==> src/rtl/decode_stage.sv <==
// -----------------------------------------------------------------------------
// decode_stage
//
// Instruction-decode stage of a pipelined RV32 datapath. Extracts fields,
// generates the sign-extended immediate, reads the register file, detects
// load-use hazards against the instruction in EX and holds the ID/EX register.
//
// Optional feature (compile-time macro WB_BYPASS_EN):
//   defined   : a same-cycle writeback to a read register replaces the stale
//               register file data in the captured operand.
//   undefined : operands come straight from the register file (x0 forced to 0).
//
// Ports:
//   clk, reset          pipeline clock, synchronous active-high reset
//   if_valid/instr/pc   IF/ID slot contents
//   flush               squash the instruction currently in decode
//   stall_out           load-use stall request to IF and IF/ID (combinational)
//   rf_read_addr_1/2    register file read addresses (combinational from instr)
//   rf_read_data_1/2    register file read data (combinational)
//   wb_write_*          writeback port, observed for the optional bypass
//   ex_*                registered ID/EX outputs
// -----------------------------------------------------------------------------
module decode_stage #(
    parameter int DATA_WIDTH = 32,
    parameter int ADDR_BITS  = 5
) (
    input  logic                  clk,
    input  logic                  reset,
    input  logic                  if_valid,
    input  logic [DATA_WIDTH-1:0] if_instr,
    input  logic [DATA_WIDTH-1:0] if_pc,
    input  logic                  flush,
    output logic                  stall_out,
    output logic [ADDR_BITS-1:0]  rf_read_addr_1,
    output logic [ADDR_BITS-1:0]  rf_read_addr_2,
    input  logic [DATA_WIDTH-1:0] rf_read_data_1,
    input  logic [DATA_WIDTH-1:0] rf_read_data_2,
    input  logic                  wb_write_enable,
    input  logic [ADDR_BITS-1:0]  wb_write_addr,
    input  logic [DATA_WIDTH-1:0] wb_write_data,
    output logic                  ex_valid,
    output logic [DATA_WIDTH-1:0] ex_pc,
    output logic [DATA_WIDTH-1:0] ex_rs1_data,
    output logic [DATA_WIDTH-1:0] ex_rs2_data,
    output logic [DATA_WIDTH-1:0] ex_imm,
    output logic [ADDR_BITS-1:0]  ex_rs1,
    output logic [ADDR_BITS-1:0]  ex_rs2,
    output logic [ADDR_BITS-1:0]  ex_rd,
    output logic [6:0]            ex_opcode,
    output logic [2:0]            ex_funct3,
    output logic                  ex_funct7_b5,
    output logic                  ex_mem_read,
    output logic                  ex_reg_write
);

    localparam logic [6:0] OP_LOAD   = 7'b0000011;
    localparam logic [6:0] OP_IMM    = 7'b0010011;
    localparam logic [6:0] OP_AUIPC  = 7'b0010111;
    localparam logic [6:0] OP_STORE  = 7'b0100011;
    localparam logic [6:0] OP_REG    = 7'b0110011;
    localparam logic [6:0] OP_LUI    = 7'b0110111;
    localparam logic [6:0] OP_BRANCH = 7'b1100011;
    localparam logic [6:0] OP_JALR   = 7'b1100111;
    localparam logic [6:0] OP_JAL    = 7'b1101111;

    typedef struct packed {
        logic                  valid;
        logic [DATA_WIDTH-1:0] pc;
        logic [DATA_WIDTH-1:0] rs1_data;
        logic [DATA_WIDTH-1:0] rs2_data;
        logic [DATA_WIDTH-1:0] imm;
        logic [ADDR_BITS-1:0]  rs1;
        logic [ADDR_BITS-1:0]  rs2;
        logic [ADDR_BITS-1:0]  rd;
        logic [6:0]            opcode;
        logic [2:0]            funct3;
        logic                  funct7_b5;
        logic                  mem_read;
        logic                  reg_write;
    } idex_t;

    // Register-file operand selection: x0 reads as zero, optional writeback bypass.
    function automatic logic [DATA_WIDTH-1:0] select_operand(
        input logic [ADDR_BITS-1:0]  addr,
        input logic [DATA_WIDTH-1:0] rf_data,
        input logic                  wb_en,
        input logic [ADDR_BITS-1:0]  wb_addr,
        input logic [DATA_WIDTH-1:0] wb_data
    );
        logic [DATA_WIDTH-1:0] result;
        if (addr == {ADDR_BITS{1'b0}}) begin
            result = {DATA_WIDTH{1'b0}};
`ifdef WB_BYPASS_EN
        end else if (wb_en && (wb_addr == addr)) begin
            // Register file writes at the same edge we capture, so its read data is stale.
            result = wb_data;
`endif
        end else begin
            result = rf_data;
        end
`ifndef WB_BYPASS_EN
        result = result | ({DATA_WIDTH{1'b0}} & {DATA_WIDTH{wb_en}} & {DATA_WIDTH{|wb_addr}} & wb_data);
`endif
        return result;
    endfunction

    logic [6:0]            opcode_s;
    logic [ADDR_BITS-1:0]  rd_s;
    logic [ADDR_BITS-1:0]  rs1_s;
    logic [ADDR_BITS-1:0]  rs2_s;
    logic [31:0]           imm32_s;
    logic [DATA_WIDTH-1:0] imm_s;
    logic                  use_rs1_s;
    logic                  use_rs2_s;
    logic                  is_load_s;
    logic                  writes_rd_s;
    logic                  hazard_s;
    logic [DATA_WIDTH-1:0] rs1_data_s;
    logic [DATA_WIDTH-1:0] rs2_data_s;
    idex_t                 idex_nxt_s;
    idex_t                 idex_r;

    assign opcode_s       = if_instr[6:0];
    assign rd_s           = ADDR_BITS'(if_instr[11:7]);
    assign rs1_s          = ADDR_BITS'(if_instr[19:15]);
    assign rs2_s          = ADDR_BITS'(if_instr[24:20]);
    assign rf_read_addr_1 = rs1_s;
    assign rf_read_addr_2 = rs2_s;

    // Immediate format and operand-usage decode from the opcode.
    always_comb begin
        imm32_s     = 32'h0000_0000;
        use_rs1_s   = 1'b1;
        use_rs2_s   = 1'b0;
        is_load_s   = 1'b0;
        writes_rd_s = 1'b1;
        case (opcode_s)
            OP_LOAD: begin
                imm32_s   = {{20{if_instr[31]}}, if_instr[31:20]};
                is_load_s = 1'b1;
            end
            OP_IMM, OP_JALR: begin
                imm32_s = {{20{if_instr[31]}}, if_instr[31:20]};
            end
            OP_STORE: begin
                imm32_s     = {{20{if_instr[31]}}, if_instr[31:25], if_instr[11:7]};
                use_rs2_s   = 1'b1;
                writes_rd_s = 1'b0;
            end
            OP_BRANCH: begin
                imm32_s     = {{19{if_instr[31]}}, if_instr[31], if_instr[7],
                               if_instr[30:25], if_instr[11:8], 1'b0};
                use_rs2_s   = 1'b1;
                writes_rd_s = 1'b0;
            end
            OP_LUI, OP_AUIPC: begin
                imm32_s   = {if_instr[31:12], 12'h000};
                use_rs1_s = 1'b0;
            end
            OP_JAL: begin
                imm32_s   = {{11{if_instr[31]}}, if_instr[31], if_instr[19:12],
                             if_instr[20], if_instr[30:21], 1'b0};
                use_rs1_s = 1'b0;
            end
            OP_REG: begin
                use_rs2_s = 1'b1;
            end
            default: begin
                imm32_s = 32'h0000_0000;
            end
        endcase
    end

    assign imm_s = DATA_WIDTH'($signed(imm32_s));

    assign rs1_data_s = select_operand(rs1_s, rf_read_data_1, wb_write_enable,
                                       wb_write_addr, wb_write_data);
    assign rs2_data_s = select_operand(rs2_s, rf_read_data_2, wb_write_enable,
                                       wb_write_addr, wb_write_data);

    // Only a load in EX whose destination a used source reads forces a bubble.
    assign hazard_s = if_valid && idex_r.valid && idex_r.mem_read
                      && (idex_r.rd != {ADDR_BITS{1'b0}})
                      && ((use_rs1_s && (idex_r.rd == rs1_s))
                          || (use_rs2_s && (idex_r.rd == rs2_s)));

    // A taken branch in EX overrides the stall request.
    assign stall_out = hazard_s && !flush;

    // Next ID/EX contents: bubble on flush or hazard, otherwise the decode results.
    always_comb begin
        idex_nxt_s = '0;
        if (flush || hazard_s) begin
            idex_nxt_s = '0;
        end else begin
            idex_nxt_s.valid     = if_valid;
            idex_nxt_s.pc        = if_pc;
            idex_nxt_s.rs1_data  = rs1_data_s;
            idex_nxt_s.rs2_data  = rs2_data_s;
            idex_nxt_s.imm       = imm_s;
            idex_nxt_s.rs1       = rs1_s;
            idex_nxt_s.rs2       = rs2_s;
            idex_nxt_s.rd        = rd_s;
            idex_nxt_s.opcode    = opcode_s;
            idex_nxt_s.funct3    = if_instr[14:12];
            idex_nxt_s.funct7_b5 = if_instr[30];
            idex_nxt_s.mem_read  = if_valid && is_load_s;
            idex_nxt_s.reg_write = if_valid && writes_rd_s && (rd_s != {ADDR_BITS{1'b0}});
        end
    end

    // ID/EX pipeline register.
    always_ff @(posedge clk) begin
        if (reset) begin
            idex_r <= '0;
        end else begin
            idex_r <= idex_nxt_s;
        end
    end

    assign ex_valid     = idex_r.valid;
    assign ex_pc        = idex_r.pc;
    assign ex_rs1_data  = idex_r.rs1_data;
    assign ex_rs2_data  = idex_r.rs2_data;
    assign ex_imm       = idex_r.imm;
    assign ex_rs1       = idex_r.rs1;
    assign ex_rs2       = idex_r.rs2;
    assign ex_rd        = idex_r.rd;
    assign ex_opcode    = idex_r.opcode;
    assign ex_funct3    = idex_r.funct3;
    assign ex_funct7_b5 = idex_r.funct7_b5;
    assign ex_mem_read  = idex_r.mem_read;
    assign ex_reg_write = idex_r.reg_write;

endmodule

==> config.mk <==
export PLATFORM = sky130hd
export DESIGN_NAME = decode_stage
export DESIGN_NICKNAME = d
export VERILOG_FILES = /design/src/rtl/decode_stage.sv
export SDC_FILE = /design/constraint.sdc
export NUM_CORES = 1
export LEC_CHECK = 0
export CORE_AREA = 8 8 127 129
export DETAILED_ROUTE_END_ITERATION = 8
export DIE_AREA = 0 0 135 137
export PLACE_DENSITY = 0.79
export SYNTH_ARGS = -nofsm -noshare
export SYNTH_HDL_FRONTEND = slang
export SYNTH_SLANG_ARGS = --single-unit
==> constraint.sdc <==
create_clock -name clk -period 5.1 [get_ports clk]
set_clock_uncertainty 0.1 [all_clocks]
set_input_delay 0.765 -clock clk [delete_from_list [all_inputs] [get_ports clk]]
set_output_delay 0.765 -clock clk [all_outputs]
set_load 0.05 [all_outputs]
* Word-level counts from Yosys, hierarchy flattened
Cells that the tools add are included.
** Storage, ports and cells
- Register bits after elaboration :: 157
- Bits of input ports :: 170
- Output and inout bits :: 168
- Logic and storage cells :: 54
** Operators by class
- Eq/ne operators :: 11
- Muxes and demuxes :: 5
- Reduce and logical (&&, ||, !) cells :: 25
** Operator list (number)
- 32-bit case mux with 5 select lines :: 1
- 7-bit by 6-bit == test with 1-bit output (second input constant) :: 3
- 7-bit == test (second input constant) :: 3
- 3-bit OR reduction :: 5
- 7-bit by 5-bit == test with 1-bit output (second input constant) :: 2
- 5-bit == test :: 2
- 1-bit logical AND :: 10
- 5-bit logical NOT :: 2
- 5-bit nonzero test :: 2
- 7-bit by 2-bit == test with 1-bit output (second input constant) :: 1
- 2-bit OR reduction :: 3
- 1-bit 2-to-1 mux :: 4
- 1-bit logical OR :: 2
- 1-bit logical NOT :: 1

* Logic depth before layout (Yosys ltp)
Gate-level depths: netlist of the first run.
- Word-level depth :: 8
- Mapped depth :: 8

* Worst setup path after synthesis of the first run
OpenSTA, ideal clock, no wires.
- Path type :: input -> output
- Start point :: input if_instr[18]
- End point :: output stall_out
- Arrival :: 2.358 ns
- Required time :: 4.235 ns
- Setup slack :: 1.877 ns
- Stages on the path :: 5
- Path buffers :: 0
- Path through :: xor2_1 nor3_1 nand4_1 o21ai_0 nor2b_1
** Between the ends
- Word-level cells in the longest chain between the ends :: 5
** RTL lines
- from (decl) :: line 30 : input logic [DATA_WIDTH-1:0] if_instr,
- 5-bit == test :: line 184 : && ((use_rs1_s && (idex_r.rd == rs1_s))
- 1-bit logical AND :: line 184
- 1-bit logical OR :: line 185 : || (use_rs2_s && (idex_r.rd == rs2_s)));
- 1-bit logical AND :: line 184
- 1-bit logical AND :: line 188 : assign stall_out = hazard_s && !flush;
- to (decl) :: line 33 : output logic stall_out,
No other way between the ends.

* Worst setup path in the final report of the first run
- Start point :: input if_instr[3]
- End point :: output stall_out
** Between the ends
- Word-level cells in the longest chain between the ends :: 7
** RTL lines
- 7-bit == test, or another cell as far along :: line 137 : case (opcode_s)
- 3-bit OR reduction (no source line)
- 1-bit 2-to-1 mux :: line 137
- 1-bit logical AND, on equally long branches :: line 184, 185
- 1-bit logical OR (*) :: line 185
- 1-bit logical AND (*) :: line 184
- 1-bit logical AND (*) :: line 188
Mark *: on every way between the ends. The rest lies on a longest branch, timed or not.

==> metrics, run 1 <==
crit path kind in2out; Post-Syn Nets 603; die area 18500 um^2; share of layout cells above drive strength 1 5.49%; switching power 0.000736 W; core footprint 14200 um^2; Setup crit end kind output port; slowest stage cell, crit path clkdlybuf4s50_1; Vias 4075; Crit path required time 4.24 ns; wire per inst 17.8 um; post-route cell area 8390 um^2; hpwl dp 12500 um; R2R cell count 5; # fillers 1143; antenna violations before repair 0; Final period util 82.3%; area delta synth->final 75.0%; I/O pins 338; Leakage Power 3.43 nW; commonest non-fill, non-tap cells in the layout clkdlybuf4s50_1 (299), dfxtp_1 (157), and3_1 (70); most common cell after layout, fill and taps aside clkdlybuf4s50_1; cts bufs inserted 17; synth top area cells dfxtp_1 (66%), and3_1 (9.1%), and2_1 (7.4%); die height 137 um; post-route ant nets 0; yosys warns 0; Synth area leader dfxtp_1; Cells after Synth 433; CP most frequent cell clkdlybuf4s50_1; vias in the first global route 4246; pin count of the biggest net entering global routing 129; max-cap violation count 0; post-CTS setup buffers 0; Worst Tran Pin Value 1.08 ns; Final Setup Violations 0; global-route congestion overflow total 0; Row Count 44; Cell Pwr Density 344 nW/um^2; Clock Power Share 40.7%; Crit Path Max Fanout 13; DRC viols 0; final net count 888; vias per inst 4.46; clk sinks 157; Hold Buf Count CTS 0; Logic pwr share 14.9%; class of the worst hold path reg2reg; TritonCTS clock tree built; Setup Total Neg Slack 0 ns; CP arrival 3.33 ns; Peak Freq 238 MHz; syn_area_per_cell 11.1 um^2; hold path depth 5; Port Buf Inserts 299; drt first pass iters 4; CP bufs+invs 3; final WL 16300 um; Initial Util 33.7%; clock buffer depth 2; maximum VDD drop 0.189 mV; FF+latch area 3140 um^2; internal power 0.00215 W; Slew Limit Fails 0; Yosys reg bits 157; Final GP Congestion 0.745; DR iter-0 viols 146; slew margin rel. 28.1%; Reg clk slew, reported paths 0.06 ns; Mapped Area 4790 um^2; Reg power frac 44.4%; kind of cell adding the most delay to the critical path buffers and inverters; first-pass GRT wire length 23900 um; n_diodes 0; Crit path largest cell delay 0.83 ns; CTS root buffer clkbuf_16; Multi-input gate area 1460 um^2; critical-path cell list clkdlybuf4s50_1, nor4_2, buf_4, a21o_1, o21ai_0, nor2b_1, clkdlybuf4s50_1; CTS H-tree lvls 4; Critical Path Stages 7; Critical Path Source Type primary input; Synth top area share 65.6%; status completed; unrepaired setup endpoints after global routing false; Clock Latency Late Sink 0.41 ns; Final Hold Violating Endpoints 0; FF-to-FF setup slack 2.58 ns; Unique masters post-synth 35; Net Sw Frac 25.5%; CTS resizes 0; GRT Util Overall 16.7%; post-route minimum period 4.20 ns; die width 135 um; part of the Yosys area used for sequential elements 65.6%; final core occ 59.1%; area of placed instances 7840 um^2; Pwr Total 0.00289 W
[synth_stat cells]
library cell,count
a21bo_2,1
o21ai_2,2
clkbuf_1,8
or2_2,1
xor2_1,8
a32oi_1,2
nand4bb_1,1
nor3_1,7
xnor2_1,2
nand2_1,21
buf_2,11
buf_4,16
dfxtp_1,157
o31a_1,1
or4_1,1
nor2_1,21
nor2b_1,1
a21o_1,1
nor4_2,1
nor3_2,1
and2_1,57
o21ai_0,10
and3_1,70
o21a_1,2
or3_1,1
nand4b_1,1
mux2_2,1
nor4_1,3
nand3_1,3
o211a_1,1
a311oi_2,1
inv_1,1
a22oi_1,4
a21oi_1,13
nand4_1,1
[registers in the layout (all words and copies together), names as in the netlist, 3 cells and up]
name	flops
ex_rs2_data	32
ex_rs2	5
ex_rd	5
ex_opcode	7
ex_funct3	3
ex_imm	32
ex_pc	32
ex_rs1_data	32
ex_rs1	5
[metal layers]
metal | GRT usage (%) | vias to the layer above | share of wire, %
met4 | 5.49 | 0 | 1.4
li1 | - | 2001 | -
met3 | 7.93 | 19 | 10
met2 | 28.8 | 187 | 50
met5 | 0 | - | 0
met1 | 17.8 | 1868 | 38
[area by class of cell]
type,instances,area share [%]
clock buffer,21,5.49
clock inverter,9,1.07
inverter,1,0.0447
multi-input combinational,240,17.3
sequential,157,37.5
tap,184,2.74
timing repair buffer,301,35.8
[power by group through the flow]
| stage | combinational [W] | sequential [W] | clock, W |
|---|---|---|---|
| floorplan | 0.0000793 | 0.00145 | 0 |
| global placement | 0.000428 | 0.00131 | 0 |
| detailed placement | 0.000433 | 0.00131 | 0 |
| CTS | 0.000434 | 0.00128 | 0.00120 |
| global route | 0.000450 | 0.00128 | 0.00126 |
| finish | 0.000431 | 0.00128 | 0.00117 |
[worst min-delay path: stages, from the launching register on]
cell and delay, ns:
dfxtp_1 0.31, nand3_1 0.07, a21oi_1 0.07, nand3_1 0.07
o21ai_0 0.15, nor2_1 0.13
[logic make-up (layout without fill, tap and decap cells)]
group,after synthesis,count (layout),share of synthesized area (%)
flip-flops,157,157,65.6
buffers and inverters,36,332,4.36
AND/OR/NAND/NOR,191,191,22.9
multiplexers,1,1,0.235
AO/OA/AOI/OAI,38,38,5.14
XOR/XNOR,10,10,1.83
[path summary, 6_finish.rpt]
check	endpoint	from
max	stall_out	if_instr[3]
min	ex_valid	ex_valid
max reg2reg	ex_rs1_data[22]	ex_rd[1]
min reg2reg	ex_valid	ex_valid
[metrics by stage]
step / setup slack [ns] / hold WS, ns / cells
3_3_place_gp: 0.884 / 0.707 / 883
2_1_floorplan: 1.88 / 0.744 / 433
4_1_cts: 0.888 / 0.722 / 913
5_1_grt: 0.735 / 0.793 / 913
3_5_place_dp: 0.893 / 0.704 / 883
6_report: 0.902 / 0.732 / 913
Note: power is estimated with default switching activity, not from simulation.
==> run 2, diff against run 1 <==
==> config.mk (replaced) <==
export PLATFORM = sky130hd
export DESIGN_NAME = decode_stage
export DESIGN_NICKNAME = d
export VERILOG_FILES = /design/src/rtl/decode_stage.sv
export SDC_FILE = /design/constraint.sdc
export NUM_CORES = 1
export LEC_CHECK = 0
export CORE_MARGIN = 8
export CORE_UTILIZATION = 35
export DETAILED_ROUTE_END_ITERATION = 8
export PLACE_DENSITY = 0.81
export SYNTH_ARGS = -nofsm -noshare
export SYNTH_HDL_FRONTEND = slang
export SYNTH_SLANG_ARGS = --single-unit
==> constraint.sdc (replaced) <==
create_clock -name clk -period 4.4 [get_ports clk]
set_clock_uncertainty 0.1 [all_clocks]
set_input_delay 0.66 -clock clk [delete_from_list [all_inputs] [get_ports clk]]
set_output_delay 0.66 -clock clk [all_outputs]
set_load 0.05 [all_outputs]
==> run 2 against run 1 <==
Net effect: critical path depth stayed put; design area up 1.3%; count of clock-buffer cells in the layout is 4 lower; worst setup slack worse by 0.52 ns; die area fell by 4.3%; register-to-register slack worse by 0.67 ns; critical path type unchanged.
==> metrics, run 2 (synthesis gave the netlist of run 1 again) <==
status completed; GRT Util Overall 18.3%; TritonCTS clock tree built; Reg power frac 41.6%; Net Sw Frac 25.5%; vias per inst 4.59; Initial Util 36.1%; I/O pins 338; Clock Power Share 44.2%; CTS root buffer clkbuf_16; Crit path required time 3.64 ns; Critical Path Source Type primary input; post-route minimum period 4.01 ns; slew margin rel. 37.0%; class of the worst hold path in2reg; first-pass GRT wire length 25100 um; CTS resizes 0; wire per inst 18.1 um; DR iter-0 viols 160; Vias 4178; CP arrival 3.25 ns; clk sinks 157; switching power 0.000908 W; die width 133 um; area delta synth->final 77.4%; die area 17700 um^2; Slew Limit Fails 0; most common cell after layout, fill and taps aside clkdlybuf4s50_1; Setup Total Neg Slack 0 ns; Logic pwr share 14.1%; CTS H-tree lvls 4; Peak Freq 249 MHz; Hold Buf Count CTS 0; core footprint 13300 um^2; cts bufs inserted 17; antenna violations before repair 1; Worst Tran Pin Value 0.942 ns; Final Hold Violating Endpoints 0; post-CTS setup buffers 0; post-route ant nets 0; Port Buf Inserts 299; Final GP Congestion 0.778; final core occ 63.9%; final WL 16500 um; commonest non-fill, non-tap cells in the layout clkdlybuf4s50_1 (299), dfxtp_1 (157), and3_1 (70); Row Count 42; Setup crit end kind output port; unrepaired setup endpoints after global routing false; internal power 0.00266 W; Final Setup Violations 0; share of layout cells above drive strength 1 6.53%; Crit Path Max Fanout 5; hpwl dp 13000 um; Final period util 91.2%; Clock Latency Late Sink 0.42 ns; Reg clk slew, reported paths 0.06 ns; Leakage Power 3.50 nW; drt first pass iters 4; pin count of the biggest net entering global routing 78; global-route congestion overflow total 0; crit path kind in2out; vias in the first global route 4463; final net count 892; die height 133 um; n_diodes 0; clock buffer depth 2; DRC viols 0; maximum VDD drop 0.221 mV; Cell Pwr Density 419 nW/um^2; max-cap violation count 0
==> run 2: changes by cell type in the layout (fill, tap and decap cells not counted) <==
cell | previous run | this run
bufinv_16 | 1 | 4
inv_6 | 1 | 8
clkinv_2 | 2 | 0
inv_8 | 0 | 1
clkbuf_8 | 2 | 0
clkbuf_1 | 2 | 0
clkinv_4 | 3 | 0
buf_4 | 2 | 6
==> run 2: metrics by stage <==
| step | instances | total power, W | area (um^2) | setup slack [ns] | hold WS [ns] |
|---|---|---|---|---|---|
| floorplan | 433 | 0.00178 | 4790 | 1.32 | 0.639 |
| global placement | 879 | 0.00201 | 7860 | 0.463 | 0.700 |
| detailed placement | 879 | 0.00202 | 7860 | 0.397 | 0.734 |
| CTS | 911 | 0.00361 | 8500 | 0.393 | 0.678 |
| global route | 911 | 0.00369 | 8500 | 0.258 | 0.683 |
| finish | 911 | 0.00356 | 8500 | 0.386 | 0.698 |
==> run 2: layout make-up <==
cell class / count / area (um^2)
inverter: 1 / 3.75
tap: 176 / 220
timing repair buffer: 305 / 3040
clock inverter: 15 / 216
clock buffer: 17 / 425
fill: 1029 / 4790
multi-input combinational: 240 / 1460
sequential: 157 / 3140
==> run 2: critical path, cell delays in order <==
cell and delay, ns:
clkdlybuf4s50_1 0.56, nand4b_1 0.26, nor2_1 0.11, a21o_1 0.26
o21ai_0 0.38, nor2b_1 0.19, clkdlybuf4s50_1 0.82
==> run 2: routing by layer <==
layer  track usage, %  share of wire, %  up-vias
met5                0             0.079        -
met3             8.86                12       22
met2             32.8                51      224
li1                 -                 -     2014
met4             7.70               2.1        2
met1             17.5                35     1916
==> run 2: final timing paths <==
check                           slack, ns               to  cells after the start   startpoint
worst min register to register       0.75         ex_valid                      5     ex_valid
worst min-delay path                 0.70        ex_pc[22]                      2    if_pc[22]
worst max register to register       1.91  ex_rs2_data[10]                      6     ex_rd[1]
worst max-delay path                 0.39        stall_out                      7  if_instr[4]
==> run 2: power groups by stage <==
stage / Combinational (W) / Clock, W / Sequential [W]
finish: 0.000503 / 0.00158 / 0.00148
CTS: 0.000507 / 0.00162 / 0.00148
floorplan: 0.0000919 / 0 / 0.00168
global placement: 0.000499 / 0 / 0.00151
detailed placement: 0.000505 / 0 / 0.00152
global route: 0.000526 / 0.00168 / 0.00149
==> run 3, diff against run 2 <==
==> config.mk (replaced) <==
export PLATFORM = sky130hd
export DESIGN_NAME = decode_stage
export DESIGN_NICKNAME = d
export VERILOG_FILES = /design/src/rtl/decode_stage.sv
export SDC_FILE = /design/constraint.sdc
export NUM_CORES = 1
export LEC_CHECK = 0
export CORE_AREA = 5 5 127 129
export DETAILED_ROUTE_END_ITERATION = 8
export DIE_AREA = 0 0 132 134
export PLACE_DENSITY = 0.76
export SLEW_MARGIN = 15
export SYNTH_ARGS = -nofsm -noshare
export SYNTH_HDL_FRONTEND = slang
export SYNTH_SLANG_ARGS = --single-unit
==> run 3 against run 2 <==
Net effect: via count is 1.3% lower; critical path type unchanged; non-clock buffer count fell by 1; largest cell class unchanged; critical endpoint unchanged; clock power shrank 11%; total power down 4.8%; worst hold slack gained 0.0039 ns; largest power group is now registers; core utilization is 7.4 points lower.
==> metrics, run 3 (synthesis gave the netlist of run 1 again) <==
share of layout cells above drive strength 1 6.40%; GRT Util Overall 16.7%; Net Sw Frac 26.5%; CTS root buffer clkbuf_16; Setup Total Neg Slack 0 ns; I/O pins 338; commonest non-fill, non-tap cells in the layout clkdlybuf4s50_1 (299), dfxtp_1 (157), and3_1 (70); Cell Pwr Density 402 nW/um^2; core footprint 14900 um^2; CTS resizes 0; Port Buf Inserts 299; Reg power frac 43.7%; Hold Buf Count CTS 0; Crit Path Max Fanout 5; global-route congestion overflow total 0; Final period util 91.5%; Final GP Congestion 0.834; Peak Freq 248 MHz; post-route ant nets 0; die width 132 um; internal power 0.00249 W; unrepaired setup endpoints after global routing false; CP arrival 3.27 ns; DRC viols 0; Setup crit end kind output port; Clock Power Share 41.6%; CTS H-tree lvls 4; switching power 0.000900 W; Worst Tran Pin Value 1.06 ns; slew margin rel. 29.4%; Final Hold Violating Endpoints 0; clock buffer depth 2; Final Setup Violations 0; Row Count 45; Vias 4122; status completed; post-route minimum period 4.03 ns; area delta synth->final 76.1%; Crit path largest cell delay 0.82 ns; cts bufs inserted 17; TritonCTS clock tree built; die area 17700 um^2; n_diodes 0; Leakage Power 3.46 nW; drt first pass iters 4; Crit path required time 3.64 ns; crit path kind in2out; post-CTS setup buffers 0; Critical Path Source Type primary input; class of the worst hold path in2reg; slowest stage cell, crit path clkdlybuf4s50_1; CP most frequent cell clkdlybuf4s50_1; vias in the first global route 4359; maximum VDD drop 0.341 mV; first-pass GRT wire length 23600 um; post-route cell area 8440 um^2; critical-path cell list clkdlybuf4s50_1, xor2_1, nor3_1, nand4_1, o21ai_0, nor2b_1, clkdlybuf4s50_1; most common cell after layout, fill and taps aside clkdlybuf4s50_1; pin count of the biggest net entering global routing 129; Clock Latency Late Sink 0.41 ns; hpwl dp 11500 um; Slew Limit Fails 0; Logic pwr share 14.7%; final net count 891; Initial Util 32.1%; area of placed instances 7870 um^2; wire per inst 16.5 um; clk sinks 157; die height 134 um; DR iter-0 viols 166; final WL 15200 um; antenna violations before repair 0; vias per inst 4.47; max-cap violation count 0; Reg clk slew, reported paths 0.07 ns
-- run 3: cell types whose count changed in the layout (fill, tap and decap cells not counted), sizes merged --
cell / before / now
bufinv: 4 / 1
clkinv: 0 / 3
inv: 10 / 7
clkinvlp: 2 / 4
buf: 6 / 5
clkbuf: 17 / 18
-- run 3: stage by stage --
step | hold slack [ns] | std cells | utilization, % | worst slack (ns) | total power [W]
global route | 0.685 | 922 | 56.6 | 0.140 | 0.00353
floorplan | 0.639 | 433 | - | 1.32 | 0.00178
finish | 0.702 | 922 | 56.6 | 0.373 | 0.00339
CTS | 0.684 | 922 | 56.6 | 0.384 | 0.00343
global placement | 0.704 | 890 | 52.7 | 0.404 | 0.00201
detailed placement | 0.746 | 890 | 52.7 | 0.377 | 0.00202
-- run 3: layout make-up --
type	count	area (um^2)
clock buffer	18	439
clock inverter	14	133
timing repair buffer	304	3030
inverter	1	3.75
sequential	157	3140
tap	188	235
fill	1213	6480
multi-input combinational	240	1460
-- run 3: worst paths after layout --
kind	start	to	slack [ns]	cells after the start
max	if_instr[18]	stall_out	0.37	7
min	if_pc[3]	ex_pc[3]	0.70	2
max reg2reg	ex_rd[1]	ex_rs2_data[8]	1.89	5
min reg2reg	ex_valid	ex_valid	0.75	5
-- run 3: power by group through the flow --
stage               combinational (W)  clock, W  sequential, W
CTS                          0.000502   0.00144        0.00148
global route                 0.000522   0.00152        0.00149
floorplan                   0.0000919         0        0.00168
global placement             0.000496         0        0.00151
finish                       0.000499   0.00141        0.00148
detailed placement           0.000500         0        0.00152
-- run 3: critical path: cells and delay by family --
kind	cells	cell delay, ns
compound gates	1	0.45
xor+xnor	1	0.21
buf+inv	2	1.33
simple gates	3	0.61
-- run 3: routing by layer --
metal  share of wire (%)  vias up  GRT usage, %
met5                   0        -             0
met1                  40     1893          18.8
li1                    -     2011             -
met3                 9.5       21          7.91
met4                 1.8        0          5.31
met2                  49      197          28.0
